[src/rtl/dmem_bridge.sv]
// Purpose : adapts the cpu MEM-stage load/store strobes onto a req/ack word bus; stores are read-modify-write.
// Latency : load 3 cycles (IDLE,RD,RESP), store 5 cycles (IDLE,RD,RESP,WR,DONE) with ack in the first request cycle.
// Backpres: stall holds the cpu MEM stage until the access completes; bus_req is held until bus_ack.
//
// Ports:
//   clock, reset          - rising-edge clock, synchronous active-high reset
//   mem_load, mem_store   - cpu access strobes (both high = store)
//   address, store_data   - cpu byte address and merged store word (valid while load_data is valid)
//   load_data, stall      - registered read word, cpu hold request
//   bus_req/we/addr/wdata - word bus request side; bus_ack/bus_rdata - slave completion
//   bus_err               - one-cycle timeout pulse
//
// Optional feature: define DMEM_BRIDGE_TIMEOUT_EN to abort a bus access after TIMEOUT wait cycles.
// Without it bus_err is tied 0 and the bridge waits for bus_ack indefinitely.
module dmem_bridge #(
    parameter int XLEN    = 32,
    parameter int TIMEOUT = 255
) (
    input  logic            clock,
    input  logic            reset,
    input  logic            mem_load,
    input  logic            mem_store,
    input  logic [XLEN-1:0] address,
    input  logic [XLEN-1:0] store_data,
    output logic [XLEN-1:0] load_data,
    output logic            stall,
    output logic            bus_req,
    output logic            bus_we,
    output logic [XLEN-1:0] bus_addr,
    output logic [XLEN-1:0] bus_wdata,
    input  logic            bus_ack,
    input  logic [XLEN-1:0] bus_rdata,
    output logic            bus_err
);

    typedef enum logic [2:0] {IDLE, RD, RESP, WR, DONE} state_t;

    // Clears the byte-offset bits so the bus only ever sees word addresses.
    localparam logic [XLEN-1:0] ALIGN_MASK = ~XLEN'(XLEN / 8 - 1);

    state_t            state, state_nxt;
    logic              op_store, op_store_nxt;
    logic              req_nxt, we_nxt;
    logic [XLEN-1:0]   addr_nxt, wdata_nxt;
    logic [XLEN-1:0]   rdata_q, rdata_nxt;
    logic              expired;

    assign load_data = rdata_q;

    // The cpu is released in RESP for a load (read word already in rdata_q) and in DONE for a store.
    assign stall = (mem_load | mem_store)
                 & ~((state == RESP) & ~op_store)
                 & ~(state == DONE);

`ifdef DMEM_BRIDGE_TIMEOUT_EN
    localparam int CW = 16;

    logic [CW-1:0] wait_cnt;
    logic          err_q;

    // An ack on the expiry cycle takes priority, so expiry is masked by bus_ack.
    assign expired = ((state == RD) || (state == WR)) && !bus_ack
                   && (wait_cnt == CW'(TIMEOUT));
    assign bus_err = err_q;

    // Counter is held at zero outside RD/WR, which gives a clean start on every entry.
    always_ff @(posedge clock) begin
        if (reset) begin
            wait_cnt <= '0;
            err_q    <= 1'b0;
        end else begin
            err_q <= expired;
            if ((state != RD) && (state != WR))
                wait_cnt <= '0;
            else if (!bus_ack && !expired)
                wait_cnt <= wait_cnt + CW'(1);
        end
    end
`else
    assign expired = 1'b0;
    assign bus_err = 1'b0;
`endif

    always_ff @(posedge clock) begin
        if (reset) begin
            state     <= IDLE;
            op_store  <= 1'b0;
            bus_req   <= 1'b0;
            bus_we    <= 1'b0;
            bus_addr  <= '0;
            bus_wdata <= '0;
            rdata_q   <= '0;
        end else begin
            state     <= state_nxt;
            op_store  <= op_store_nxt;
            bus_req   <= req_nxt;
            bus_we    <= we_nxt;
            bus_addr  <= addr_nxt;
            bus_wdata <= wdata_nxt;
            rdata_q   <= rdata_nxt;
        end
    end

    always_comb begin
        state_nxt    = state;
        op_store_nxt = op_store;
        req_nxt      = bus_req;
        we_nxt       = bus_we;
        addr_nxt     = bus_addr;
        wdata_nxt    = bus_wdata;
        rdata_nxt    = rdata_q;
        case (state)
            IDLE: begin
                // bus_ack is deliberately not looked at here: a stale ack must not start anything.
                if (mem_load | mem_store) begin
                    op_store_nxt = mem_store;
                    addr_nxt     = address & ALIGN_MASK;
                    req_nxt      = 1'b1;
                    we_nxt       = 1'b0;
                    state_nxt    = RD;
                end
            end
            RD: begin
                if (bus_ack) begin
                    rdata_nxt = bus_rdata;
                    req_nxt   = 1'b0;
                    state_nxt = RESP;
                end else if (expired) begin
                    rdata_nxt = '0;
                    req_nxt   = 1'b0;
                    state_nxt = RESP;
                end
            end
            RESP: begin
                // For a store the cpu has merged its sub-word data into load_data by now.
                if (op_store) begin
                    wdata_nxt = store_data;
                    we_nxt    = 1'b1;
                    req_nxt   = 1'b1;
                    state_nxt = WR;
                end else begin
                    state_nxt = IDLE;
                end
            end
            WR: begin
                // A timed-out write is simply dropped.
                if (bus_ack || expired) begin
                    req_nxt   = 1'b0;
                    we_nxt    = 1'b0;
                    state_nxt = DONE;
                end
            end
            DONE:    state_nxt = IDLE;
            default: state_nxt = IDLE;
        endcase
    end

endmodule

[config.mk]
export PLATFORM = sky130hd
export DESIGN_NAME = dmem_bridge
export DESIGN_NICKNAME = d
export VERILOG_FILES = /design/src/rtl/dmem_bridge.sv
export SDC_FILE = /design/constraint.sdc
export NUM_CORES = 1
export LEC_CHECK = 0
export BUFFER_PORTS_ARGS = -buffer_cell sky130_fd_sc_hd__buf_4
export CELL_PAD_IN_SITES_DETAIL_PLACEMENT = 2
export CELL_PAD_IN_SITES_GLOBAL_PLACEMENT = 2
export CORE_ASPECT_RATIO = 0.5
export CORE_MARGIN = 3
export CORE_UTILIZATION = 22
export CTS_CLUSTER_DIAMETER = 120
export DETAILED_ROUTE_END_ITERATION = 10
export HOLD_SLACK_MARGIN = 0.08
export PLACE_DENSITY_LB_ADDON = 0.1
export SLEW_MARGIN = 40
export SYNTH_ARGS = -nofsm -noshare
export SYNTH_HDL_FRONTEND = slang
export SYNTH_SLANG_ARGS = --single-unit
[constraint.sdc]
create_clock -name clock -period 1.3 [get_ports clock]
set_input_delay 0.26 -clock clock [delete_from_list [all_inputs] [get_ports clock]]
set_output_delay 0.26 -clock clock [all_outputs]
set_load 0.05 [all_outputs]
# Word level (Yosys, flattened, before mapping)
# Cells that the tools add are included.
# W data, S select, Z words.
# totals
elab_cells	44
input_bits	101
reg_bits	100
out_inout_bits	100
# classes
n_reduce_logical	10
n_mux	11
n_eq_ne	9
n_bitwise	7
# ops
cell	count
$pmux W3 S4	1
$mux W3	3
$ne A2 B2 Y1 const B	4
$reduce_and A4 Y1	2
$eq A3 B2 Y1 const B	2
$pmux W1 S3	2
$reduce_and A2 Y1	3
$reduce_bool A3 Y1	2
$mux W1	4
$and A1 B1 Y1	3
$eq A3 B1 Y1 const B	1
$eq A3 B3 Y1 const B	1
$logic_not A3 Y1	1
$not A1 Y1	3
$reduce_and A3 Y1	1
$mux W2	1
$ne A2 B1 Y1 const B	1
$reduce_or A2 Y1	1
$or A1 B1 Y1	1

# Logic depth before layout (Yosys ltp)
# Gate-level depths: netlist of run 1.
# depth
depth_word	5
depth_mapped	6
depth_no_buf	3

# Worst setup path after synthesis of run 1
# Ideal clock, no wire load.
# synth_timing
path_kind	reg2out
startpoint	register state[1]
endpoint	output port stall
slack_ns	-0.387
t_required_ns	1.040
n_path_buf	1
t_arrival_ns	1.427
path_stages_with_launch	5
cell_sequence	dfxtp_1 -> buf_4 -> nand2b_1 -> mux2i_1 -> a21oi_1
# synth_via
elab_chain_cells	5
elab_cells_between_ends	7
cone_classes	eq/ne: 2; bitwise: 5
# synth_lines
item	line	rtl
from (decl)	41	state_t state, state_nxt;
from (signal assigned)	94	state <= state_nxt;
$eq A3 B2 Y1	52	& ~((state == RESP) & ~op_store)
$and A1 B1 Y1	52	
$not A1 Y1	52	
$and A1 B1 Y1	52	
$and A1 B1 Y1 *	53	& ~(state == DONE);
to (decl)	26	output logic stall,
# Mark *: on every way between the ends. The rest lies on a longest branch, timed or not.

# Final worst setup path of run 1
# layout_timing
startpoint	register state[2]
endpoint	output port stall
# The elaborated chain is that of the path after synthesis.

==> impl_metrics.json, run 1 <==
{
  "cts-root-buf": "clkbuf_16",
  "drcViolationCount": 0,
  "syn_avg_cell_area_sq_um": 8.70,
  "post-place-ws_ns": -0.0545,
  "power_w": 0.00848,
  "seq_power_share": 0.396,
  "critPathSlowestCell": "dfxtp_4",
  "rsz0062_at_grt": "true",
  "grt_max_degree": 36,
  "fin_crit_ns": 1.48,
  "num_rows": 33,
  "routed_wl_mm": 14.8,
  "path_class": "reg2out",
  "finalCritPeriodShare": 1.14,
  "cts_hold_buf": 0,
  "grt_use_total": 0.142,
  "reg2reg_depth": 5,
  "synth_area_sq_mm": 0.00395,
  "vias_per_cell": 4.28,
  "grt_pass1_wl_mm": 22.0,
  "ys_warn_count": 0,
  "fin_skew_ns": 0.00459,
  "switching_share": 0.301,
  "antenna_found_initial": 0,
  "routabilityCongestion": 0.685,
  "core_area_sq_mm": 0.0170,
  "die_y_microns": 101,
  "cp_max_fo": 2,
  "io_buffer_count": 195,
  "fin_nets": 763,
  "hold_class": "in2reg",
  "drtIter0Drc": 73,
  "initial_core_util": 0.233,
  "ios": 201,
  "power_switching_w": 0.00255,
  "post-dp-hpwl_mm": 10.3,
  "syn_inst": 454,
  "vias": 3825,
  "hold_depth": 3,
  "slew_violations": 0,
  "clk_latency_ns": 0.34,
  "p_int_w": 0.00593,
  "htree_levels": 3,
  "die_area_sq_mm": 0.0197,
  "slowest_delay_ns": 0.36,
  "cts_sinks": 100,
  "clock_path_buffers": 2,
  "wl_per_cell_microns": 16.6,
  "finalWorstSetupSlack_ns": -0.176,
  "p_leak_nw": 2.80,
  "ys_seq_area_frac": 0.507,
  "final_area_sq_mm": 0.00656,
  "combPwrFrac": 0.258,
  "overflow": 0,
  "violations": "negative setup slack",
  "clockPowerShare": 0.346,
  "synth-seq-cells": 100,
  "drtAntennaViolNets": 0,
  "timing.hold.ws_ns": 0.160,
  "finalSetupViolations": 95,
  "crit_chain": "inv_4, mux2i_4, a21oi_4, buf_6",
  "power_density_mw_per_mm2": 1290,
  "final_util": 0.387,
  "diodes": 0,
  "placed_area_sq_mm": 0.00583,
  "tritoncts": "yes",
  "drive_gt1_frac": 0.438,
  "die_x_microns": 195,
  "path_clk_slew_ns": 0.07,
  "arrival_ns": 1.22,
  "finalHoldViolations": 0,
  "dr.pass1.iters": 4,
  "outcome": "finished with violations",
  "synth_cell_types": 25,
  "numCtsBuffers": 9,
  "cap_violations": 0,
  "crit_path_end_kind": "primary output",
  "ir_worst_vdd_mv": 0.553,
  "fmax_mhz": 678,
  "required_ns": 1.04,
  "syn2layout_area_growth_pct": 66.1,
  "grt_pass1_vias": 4061,
  "start_kind": "flop"
}
-- critical path: cells and delay by family, from the launching register on --
kind / cells / cell delay [ns]
buffers and inverters: 2 / 0.21
muxes: 1 / 0.18
AOI/OAI and AO/OA: 1 / 0.13
DFF: 1 / 0.36
-- sequential cells by signal, indices dropped and copies added, names as in the netlist --
signal / flops
op_store: 1
bus_req: 1
bus_addr: 30
bus_we: 1
bus_wdata: 32
load_data: 32
state: 3
-- cells in the mapped netlist --
cell | instances | share of area
a21oi_1 | 68 | 0.086
nand3_1 | 1 | 0.0013
buf_6 | 7 | 0.020
mux2i_1 | 31 | 0.079
nand2b_1 | 63 | 0.10
o21ai_0 | 1 | 0.0013
o311ai_0 | 2 | 0.0044
and2b_1 | 1 | 0.0019
o31ai_1 | 1 | 0.0019
a211oi_1 | 2 | 0.0038
buf_2 | 10 | 0.013
and4bb_1 | 2 | 0.0063
nand4bb_1 | 2 | 0.0057
clkbuf_1 | 15 | 0.014
buf_4 | 8 | 0.015
nor2_1 | 3 | 0.0029
a21bo_2 | 1 | 0.0025
a2111oi_0 | 1 | 0.0022
nand2_1 | 129 | 0.12
nor3_2 | 1 | 0.0025
inv_1 | 2 | 0.0019
xnor2_1 | 1 | 0.0022
nor4b_1 | 1 | 0.0022
conb_1 | 1 | 0.00095
dfxtp_1 | 100 | 0.51
-- metal layers --
layer | up-vias | GRT usage | routed length [microns]
met4 | 0 | 0.0246 | 96
met2 | 95 | 0.240 | 7190
met1 | 1846 | 0.173 | 6510
met5 | - | 0 | 0
li1 | 1876 | - | -
met3 | 8 | 0.0578 | 1010
-- through the flow --
step / instances / TNS [ns]
3_5_place_dp: 864 / -0.279
4_1_cts: 883 / -7.66
3_3_place_gp: 864 / -0.0580
6_report: 893 / -6.10
5_1_grt: 893 / -13.07
2_1_floorplan: 456 / 0
-- worst paths after layout --
check                                                  end  slack, ns                       start
worst max-delay path                                 stall      -0.18       state[2]$_SDFFE_PP0P_
worst max register to register    bus_addr[8]$_SDFFE_PP0P_      -0.13       state[2]$_SDFFE_PP0P_
worst min register to register  bus_wdata[27]$_SDFFE_PP0P_       0.46  bus_wdata[27]$_SDFFE_PP0P_
worst min-delay path            bus_wdata[23]$_SDFFE_PP0P_       0.16              store_data[23]
-- cell type report --
class	instances	area (sq um)
clock inverter	4	73.8
inverter	2	10.0
sequential	100	2010
clock buffer	11	243
timing repair buffer	235	2080
tap	227	284
fill	1902	10400
multi-input combinational	314	1860
-- power groups by stage --
stage	Clock (W)	Sequential [W]	Combinational, W
floorplan	0	0.00402	0.000609
global placement	0	0.00342	0.00195
detailed placement	0	0.00343	0.00197
CTS	0.00307	0.00336	0.00209
global route	0.00319	0.00339	0.00233
finish	0.00293	0.00336	0.00219
-- cells by family after synthesis --
logic type | after synthesis | synth area share
flip-flops | 100 | 0.507
buffers and inverters | 42 | 0.0640
AND/OR/NAND/NOR | 203 | 0.245
XOR/XNOR | 1 | 0.00222
multiplexers | 31 | 0.0786
other | 1 | 0.000949
AO/OA/AOI/OAI | 76 | 0.102
-- cell usage in the layout, fill, tap and decap left out, types with 2 or more instances in the layout --
cell type,count
buf_4,209
nand2_1,120
dfxtp_1,96
nand2b_1,62
a21oi_1,52
mux2i_1,28
a21oi_2,15
buf_12,14
clkbuf_16,13
nand2_2,9
buf_6,5
conb_1,3
dfxtp_4,3
nor2_1,2
and4bb_4,2
mux2i_2,2
o311ai_0,2
bufinv_16,2
-- repair_timing --
action	CTS	global route
pin swaps	1	5
gates cloned	2	6
endpoints found under the setup margin	75	98
gates resized for setup	17	38
buffers inserted	2	4
Power figures use the tool's default switching activity.
==> inputs of run 2 (changes only) <==
--- a/config.mk
+++ b/config.mk
@@ -5,12 +5,13 @@
 export SDC_FILE = /design/constraint.sdc
 export NUM_CORES = 1
 export LEC_CHECK = 0
+export ABC_AREA = 1
 export BUFFER_PORTS_ARGS = -buffer_cell sky130_fd_sc_hd__buf_4
 export CELL_PAD_IN_SITES_DETAIL_PLACEMENT = 2
 export CELL_PAD_IN_SITES_GLOBAL_PLACEMENT = 2
 export CORE_ASPECT_RATIO = 0.5
 export CORE_MARGIN = 3
-export CORE_UTILIZATION = 22
+export CORE_UTILIZATION = 21
 export CTS_CLUSTER_DIAMETER = 120
 export DETAILED_ROUTE_END_ITERATION = 10
 export HOLD_SLACK_MARGIN = 0.08
==> impl_metrics.json, run 2 <==
{
  "ys_seq_area_frac": 0.533,
  "cap_violations": 0,
  "nFillCells": 1906,
  "tritoncts": "yes",
  "final_cells": 913,
  "power_density_mw_per_mm2": 1430,
  "violations": "negative setup slack",
  "hold_end": "load_data[2]$_SDFFE_PP0P_",
  "cts-root-buf": "clkbuf_16",
  "drive_gt1_frac": 0.528,
  "synth_edf_count": 0,
  "dr.pass1.iters": 4,
  "ys_top_cells_by_area": "dfxtp_1 (53%), a21oi_1 (9.1%), nand2_1 (7.0%)",
  "finalHoldViolations": 0,
  "placed_area_sq_mm": 0.00557,
  "vias": 3909,
  "overflow": 0,
  "drtIter0Drc": 93,
  "post-place-ws_ns": -0.0406,
  "syn_inst": 463,
  "fin_crit_ns": 1.52,
  "diodes": 0,
  "r2r_end": "bus_wdata[18]$_SDFFE_PP0P_",
  "routed_wl_mm": 15.4,
  "mostFrequentLayoutCells": "buf_4 (216), dfxtp_1 (96), nand2_1 (68)",
  "slew_violations": 0,
  "cts_sinks": 100,
  "reg2reg_depth": 6,
  "path_class": "reg2out",
  "hold_depth": 3,
  "drcViolationCount": 0,
  "grt_max_degree": 50,
  "clock_path_buffers": 2,
  "num_rows": 33,
  "htree_levels": 3,
  "core_area_sq_mm": 0.0169,
  "ios": 201,
  "fin_nets": 782,
  "fin_skew_ns": 0.00634,
  "rsz0062_at_grt": "true",
  "synth_flop_cell": "dfxtp_1",
  "yosysMostFrequentCell": "dfxtp_1",
  "r2r_setup_slack_ns": -0.13,
  "syn2layout_area_growth_pct": 74.2,
  "netlist_top_cells_count": "dfxtp_1 (100), nand2_1 (70), a21oi_1 (68), inv_1 (41)",
  "ir_worst_vdd_mv": 0.646,
  "ys_warn_count": 0,
  "post-dp-hpwl_mm": 10.1,
  "drtAntennaViolNets": 0,
  "clk_latency_ns": 0.35,
  "critPathSlowestCell": "dfxtp_4",
  "grt_pass1_vias": 4020,
  "crit_family": "flip-flops",
  "start_kind": "flop",
  "die_x_microns": 195,
  "syn_avg_cell_area_sq_um": 8.11,
  "final_area_sq_mm": 0.00654,
  "min_from": "bus_rdata[2]",
  "die_y_microns": 101,
  "power_w": 0.00934,
  "dpl.cell_count": 877,
  "r2r_start": "state[2]$_SDFFE_PP0P_",
  "p_leak_nw": 2.89,
  "synth-seq-cells": 100,
  "routabilityCongestion": 0.707,
  "antenna_found_initial": 0,
  "slowest_delay_ns": 0.37,
  "initial_core_util": 0.222,
  "cts_hold_buf": 0,
  "die_area_sq_mm": 0.0196,
  "final_util": 0.386,
  "hold_class": "in2reg",
  "required_ns": 1.04,
  "cp_max_fo": 3,
  "cp_num_buf_inv": 1,
  "finalSetupViolations": 100,
  "synth_top_area_cell": "dfxtp_1",
  "numCtsBuffers": 9,
  "crit_path_end_kind": "primary output",
  "finalCritPeriodShare": 1.17,
  "arrival_ns": 1.26,
  "finalWorstSetupSlack_ns": -0.220,
  "grt_pass1_wl_mm": 22.2,
  "grt_use_total": 0.144,
  "outcome": "finished with violations",
  "synth_top_area_share": 0.533,
  "vias_per_cell": 4.28,
  "synth_area_sq_mm": 0.00376,
  "io_buffer_count": 195,
  "synth_cell_types": 24,
  "synth-async-reset-ratio": 0,
  "wl_per_cell_microns": 16.9,
  "mostFrequentLayoutCell": "buf_4",
  "crit_chain": "nor2_4, nand3_4, nand2_4, a31oi_4, buf_8",
  "path_clk_slew_ns": 0.07,
  "fmax_mhz": 658
}
run 2: cell types whose count changed after synthesis, sizes merged, moves of 6 or more:
cell	previous run	this run
inv	2	44
nand2	129	71
mux2i	31	0
nand2b	63	0
o21ai	1	65
nor2	3	69
nand3	1	8
clkbuf	15	9
run 2: worst min-delay path, cell delays in order:
cell    delay, ns
buf_4        0.08
nor2_2       0.03
nor2_1       0.08
run 2: report_power, final:
part,total (W),switching [W],internal (W)
Sequential,0.00350,0.000155,0.00334
Combinational,0.00297,0.00191,0.00106
Clock,0.00287,0.00122,0.00165
run 2: cell families (layout without fill, tap and decap cells):
logic type | after synthesis | after routing | share of synthesized area
AO/OA/AOI/OAI | 134 | 134 | 0.179
buffers and inverters | 77 | 298 | 0.101
flip-flops | 100 | 100 | 0.533
other | 1 | 3 | 0.000998
AND/OR/NAND/NOR | 151 | 151 | 0.186
run 2: worst max path at each step:
stage	slack [ns]	start	cells after the start	to
detailed placement	-0.04	state[1]$_SDFFE_PP0P_	6	bus_addr[30]$_SDFFE_PP0P_
CTS	-0.22	state[1]$_SDFFE_PP0P_	5	stall
finish	-0.22	state[2]$_SDFFE_PP0P_	5	stall
global placement	-0.01	state[0]$_SDFFE_PP0P_	6	bus_addr[30]$_SDFFE_PP0P_
floorplan	0.02	state[2]$_SDFFE_PP0P_	4	stall
global route	-0.28	state[2]$_SDFFE_PP0P_	5	stall
run 2: final cells by class:
class	instances	area, sq um	area share
sequential	100	2010	0.308
timing repair buffer	238	2010	0.308
multi-input combinational	288	1740	0.267
clock inverter	3	43.8	0.00669
clock buffer	13	270	0.0413
tap	227	284	0.0434
inverter	44	173	0.0264
run 2: timing repair:
action / 4_1_cts / 5_1_grt
cloned: 2 / 5
pin swaps: 1 / 27
setup endpoints to repair: 35 / 100
resized for setup: 18 / 109
buffers inserted: 7 / 9
run 2: per-stage QoR:
stage | TNS, ns | hold slack (ns)
2_1_floorplan | 0 | 0.388
3_3_place_gp | -0.0378 | 0.432
3_5_place_dp | -0.443 | 0.439
4_1_cts | -2.43 | 0.113
5_1_grt | -13.60 | 0.124
6_report | -5.49 | 0.130
run 2: layer usage:
| metal | GRT usage | vias to the layer above | wire length [microns] |
|---|---|---|---|
| met4 | 0.0312 | 0 | 108 |
| met1 | 0.176 | 1892 | 6610 |
| met3 | 0.0668 | 8 | 1180 |
| met2 | 0.236 | 99 | 7530 |
| met5 | 0 | - | 0 |
| li1 | - | 1910 | - |
